**src/rtl/uart_rx.sv**
```systemverilog
// uart_rx: 8N1 asynchronous serial receiver, bit centre located from start edge.
// Optional UART_RX_MAJORITY_EN: 2-of-3 majority vote around each bit centre.
module uart_rx (
   input  logic       clk,
   input  logic       rst_n,
   input  logic       rx,
   input  logic [2:0] bps_set,
   output logic [7:0] data_o,
   output logic       rx_done,
   output logic       frame_err,
   output logic       rx_busy
);

   typedef enum logic [1:0] {
      IDLE,
      START,
      DATA,
      STOP
   } state_t;

   localparam logic [12:0] DIV_9600 = 13'd5207;

   logic        rx_s1_q;
   logic        rx_s2_q;
   logic        rx_s3_q;
   state_t      state_q, state_d;
   logic [12:0] cnt_q, cnt_d;
   logic [12:0] div_q, div_d;
   logic [12:0] div_sel;
   logic [12:0] half;
   logic [3:0]  idx_q, idx_d;
   logic [7:0]  shift_q, shift_d;
   logic [7:0]  data_q, data_d;
   logic        done_q, done_d;
   logic        ferr_q, ferr_d;
   logic        start_edge;
   logic        wrap;
   logic        sample_pt;
   logic        bit_val;

   // Baud divisor lookup for the requested rate
   always_comb begin
      div_sel = DIV_9600;
      unique case (bps_set)
         3'd1:    div_sel = 13'd2603;
         3'd2:    div_sel = 13'd1301;
         3'd3:    div_sel = 13'd867;
         3'd4:    div_sel = 13'd433;
         default: div_sel = DIV_9600;
      endcase
   end

   assign half       = div_q >> 1;
   assign start_edge = rx_s3_q & ~rx_s2_q;
   assign wrap       = (cnt_q == div_q);

`ifdef UART_RX_MAJORITY_EN
   logic maj_a_q;
   logic maj_b_q;

   // Capture the two samples preceding the decision point
   always_ff @(posedge clk or negedge rst_n) begin
      if (!rst_n) begin
         maj_a_q <= 1'b1;
         maj_b_q <= 1'b1;
      end else begin
         if (cnt_q == half - 13'd1) maj_a_q <= rx_s2_q;
         if (cnt_q == half)         maj_b_q <= rx_s2_q;
      end
   end

   assign sample_pt = (cnt_q == half + 13'd1);
   assign bit_val   = (maj_a_q & maj_b_q) |
                      (maj_a_q & rx_s2_q) |
                      (maj_b_q & rx_s2_q);
`else
   assign sample_pt = (cnt_q == half);
   assign bit_val   = rx_s2_q;
`endif

   // Pin synchroniser plus one extra stage for falling-edge detect
   always_ff @(posedge clk or negedge rst_n) begin
      if (!rst_n) begin
         rx_s1_q <= 1'b1;
         rx_s2_q <= 1'b1;
         rx_s3_q <= 1'b1;
      end else begin
         rx_s1_q <= rx;
         rx_s2_q <= rx_s1_q;
         rx_s3_q <= rx_s2_q;
      end
   end

   // Next-state, bit timing and byte assembly
   always_comb begin
      state_d = state_q;
      cnt_d   = cnt_q;
      idx_d   = idx_q;
      div_d   = div_q;
      shift_d = shift_q;
      data_d  = data_q;
      ferr_d  = ferr_q;
      done_d  = 1'b0;
      if (state_q != IDLE) begin
         cnt_d = wrap ? 13'd0 : cnt_q + 13'd1;
         if (wrap) idx_d = idx_q + 4'd1;
      end
      unique case (state_q)
         IDLE: begin
            if (start_edge) begin
               state_d = START;
               cnt_d   = 13'd0;
               idx_d   = 4'd0;
               div_d   = div_sel;
            end
         end
         START: begin
            if (sample_pt) state_d = bit_val ? IDLE : DATA;
         end
         DATA: begin
            if (sample_pt) begin
               shift_d = {bit_val, shift_q[7:1]};
               if (idx_q == 4'd8) state_d = STOP;
            end
         end
         STOP: begin
            if (sample_pt) begin
               data_d  = shift_q;
               ferr_d  = ~bit_val;
               done_d  = 1'b1;
               state_d = IDLE;
            end
         end
         default: state_d = IDLE;
      endcase
   end

   // State and datapath registers
   always_ff @(posedge clk or negedge rst_n) begin
      if (!rst_n) begin
         state_q <= IDLE;
         cnt_q   <= 13'd0;
         idx_q   <= 4'd0;
         div_q   <= DIV_9600;
         shift_q <= 8'h00;
         data_q  <= 8'h00;
         done_q  <= 1'b0;
         ferr_q  <= 1'b0;
      end else begin
         state_q <= state_d;
         cnt_q   <= cnt_d;
         idx_q   <= idx_d;
         div_q   <= div_d;
         shift_q <= shift_d;
         data_q  <= data_d;
         done_q  <= done_d;
         ferr_q  <= ferr_d;
      end
   end

   assign data_o    = data_q;
   assign rx_done   = done_q;
   assign frame_err = ferr_q;
   assign rx_busy   = (state_q != IDLE);

endmodule

```
**config.mk**
```make
export PLATFORM = sky130hd
export DESIGN_NAME = uart_rx
export DESIGN_NICKNAME = d
export VERILOG_FILES = /design/src/rtl/uart_rx.sv
export SDC_FILE = /design/constraint.sdc
export NUM_CORES = 1
export LEC_CHECK = 0
export ABC_AREA = 1
export BUFFER_PORTS_ARGS = -buffer_cell sky130_fd_sc_hd__clkbuf_2
export CORE_MARGIN = 2
export CORE_UTILIZATION = 68
export CTS_BUF_LIST = sky130_fd_sc_hd__clkbuf_2
export DETAILED_ROUTE_END_ITERATION = 16
export PLACE_DENSITY = 0.93
export SYNTH_ARGS = -nofsm -noshare
export SYNTH_HDL_FRONTEND = slang
export SYNTH_SLANG_ARGS = --single-unit
```
**constraint.sdc**
```tcl
create_clock -name clk -period 3.9 [get_ports clk]
set_input_delay 0 -clock clk [delete_from_list [all_inputs] [get_ports clk]]
set_output_delay 0 -clock clk [all_outputs]
set_load 0.02 [all_outputs]
```
==> summary.md <==
| Metric | Value |
|---|---|
| Tot GR Track Use | `0.327` |
| I/O pin cnt | `17` |
| P_sw | `0.544 mW` |
| Clk buf depth | `2` |
| Via count | `2598` |
| Post-layout util | `0.765` |
| Diode count | `0` |
| Num CTS Buffers | `5` |
| Vias in the first global route | `2390` |
| HP Class | `input port to asynchronous set/reset pin` |
| Clock power share | `0.206` |
| Combinational power share | `0.297` |
| Crit path time final | `2.26 ns` |
| Yosys top cell by area | `dfrtp_1` |
| WL/cell | `approximately 16 microns` |
| Layout area overhead | `7.70%` |
| Setup Skew | `0.0443 ns` |
| Final setup viols | `0` |
| Layout cells sized above 1 | `0.135` |
| Crit Path Max Fanout | `14` |
| Initial antenna violation count | `0` |
| Total Nets Final | `401` |
| Detailed Route Iter0 Violations | `333` |
| FFs w/ async S/R, synth | `1.00` |
| Sw Share | `0.392` |
| Post-synth cell types | `32` |
| Post-Syn Nets | `378` |
| H-tree Lvls | `2` |
| Leakage | `1.58 nW` |
| Critical path class | `register to register` |
| Final count of pins violating max slew | `0` |
| Worst path max stage delay | `0.61 ns` |
| Via-per-instance ratio | `roughly 5.9` |
| Detailed Place HPWL | `4970 microns` |
| Largest cells by area after synthesis | `dfrtp_1 37%, nand2_1 17%, dfstp_2 7.4%` |
| Pre-antenna DRT Iters | `5` |
| Tcrit/Tclk final | `0.580` |
| Fmax | `442 MHz` |
| Final WL | `6950 microns` |
| Placed instance count | `between 400 and 500` |
| Seq pwr share | `0.497` |
| Primary FF master, synth | `dfrtp_1` |
| CP Capture Type | `register` |
| Normalized max-slew margin | `0.531` |
| Post-Syn Area | `roughly 2800 sq um` |
| Top cell type's share of synthesized area | `0.370` |
| Avg Inst Size Synth | `around 7.7 sq um` |
| Starting Density | `0.711` |
| Mapped Cells | `369` |
| CTS Hold Bufs | `7` |
| Die area | `4710 sq um` |
| Post-cts resize count | `0` |
| Worst EP arrival | `2.64 ns` |
| Post-synth EDFFs | `0` |
| Crit start category | `register` |
| Hold Fails Final Rpt | `0` |
| Clock-pin slew on the worst setup and hold paths | `0.28 ns` |
| Site Rows | `23` |
| Placer congestion estimate | `slightly below 1` |
| Postcts setup bufs | `0` |
| RSZ-0062 raised after global routing | `no` |
| Synthesis Warnings | `0` |
| Grt ovf | `0` |
| Status | `finished, final reports clean` |
| First-pass GRT wire length | `11400 microns` |
| Max IR drop VDD | `308 uV` |
| Core area | `4000 sq um` |
| Sum Neg Setup Slack | `0 ns` |
| Count leader, synth | `nand2_1` |
| P_int | `between 0.8 and 0.9 mW` |
| Cells along the critical path | `nor2_4, inv_4, nor2_4, inv_2, nor3_2, dlygate4sd3_1, nand2_1, nand2_1, a22oi_1` |
| Largest net degree at the start of global routing | `51` |
| DR DRC count | `0` |
| Clk root buf | `clkbuf_2` |
| Worst-Margin Slew | `0.701 ns` |
| DIE WIDTH | `about 69 microns` |
| Worst Path Required | `4.27 ns` |
| Clock Latency Late Sink | `roughly 0.46 ns` |
| Final ANT Viol Nets | `0` |
| Max-cap viol count | `0` |
| Power, Total | `approximately 1.4 mW` |
| DP Area | `2920 sq um` |
| Fin cells | `443` |
| #FFs+latches synth | `50` |
| Seq/Total Area, Yosys | `0.444` |
| Clock sink total | `50` |
| Synth cell count leaders | `128 x nand2_1, 42 x dfrtp_1, 34 x inv_1` |
| Die H | `slightly below 70 microns` |
| Final Cell Area | `between 3000 and 4000 sq um` |
| PD cells | `453 nW/um^2` |
| CTS tree | `built` |
| PortBufs | `16` |
| Worst path slowest cell | `dlygate4sd3_1` |
## cells by family (layout without fill, tap and decap cells)
group	Yosys count	in the layout	share of synthesized area
buf+inv	50	74	0.0805
fa+ha+maj	3	3	0.0132
compound gates	28	28	0.0559
xor+xnor	16	16	0.0493
simple gates	222	222	0.357
flops	50	50	0.444
## per-layer routing
metal  up-vias  track usage  routed length (microns)
met2       137        0.518                     3100
met3        27       0.0519                      513
met5         -            0                        0
li1       1237            -                        -
met4         0        0.130                      216
met1      1197        0.449                     3110
## registers in the layout (all words and copies together), names as in the netlist, named ones only
signal and cells:
div_q 10, state_q 1, shift_q 8, rx_s3_q 1
data_o 8, cnt_q 13, idx_q 4, bit_val 1
frame_err 1, rx_done 1, rx_s1_q 1
## power groups by stage
stage	registers, mW	clock network (mW)	logic, mW
CTS	0.684	0.282	0.405
detailed placement	0.693	0	0.399
finish	0.690	0.286	0.412
global placement	0.691	0	0.385
floorplan	0.655	0	0.328
global route	0.696	0.300	0.462
## area by class of cell
class / count / area, sq um
flip-flops and latches: 50 / 1260
repair buffers: 24 / 158
clock buffers: 5 / 25.0
well taps: 50 / 62.6
multi-input cells: 269 / 1350
fillers: 314 / 938
clock inverters: 3 / 42.5
inverters: 42 / 160
## cells in the final DEF (no fill, tap or decap), drive strengths merged
cell and count:
nand2 131, clkinv 2, nor3 8, o22ai 7, a21boi 1, nand3 22
nor2 35, xor2 11, dfrtp 42, o21bai 2, nand4 24, ha 3
bufinv 1, xnor2 5, a22oi 1, buf 1, clkbuf 21, nand3b 2
o21ai 12, dlygate4sd3 7, a21oi 5, inv 42, dfstp 8
## stage by stage
stage | hold WS, ns | setup slack [ns]
floorplan | -0.296 | 2.46
global placement | 0.0887 | 2.03
detailed placement | 0.0901 | 1.91
CTS | 0.156 | 1.68
global route | 0.141 | 1.49
finish | 0.135 | 1.64
## path summary, 6_finish.rpt
path | startpoint | endpoint | slack (ns) | cells after the start
hold / removal | rst_n | data_o[1] | 0.13 | 3
hold reg to reg | rx_s1_q | bit_val | 0.38 | 0
max in group asynchronous | rst_n | div_q[11] | 3.32 | 3
setup reg to reg | state_q[0] | div_q[6] | 1.64 | 9
min in group clk | rx | rx_s1_q | 0.16 | 2
setup / recovery | state_q[0] | div_q[6] | 1.64 | 9
## worst max-delay path: cells and delay by family (launching register included)
| family | cells | cell delay [ns] |
|---|---|---|
| flip-flops | 1 | 0.54 |
| AO/OA/AOI/OAI | 1 | 0.07 |
| AND/OR/NAND/NOR | 5 | 0.71 |
| buffers and inverters | 3 | 0.86 |
No activity file was read; power rests on OpenSTA's default activity.
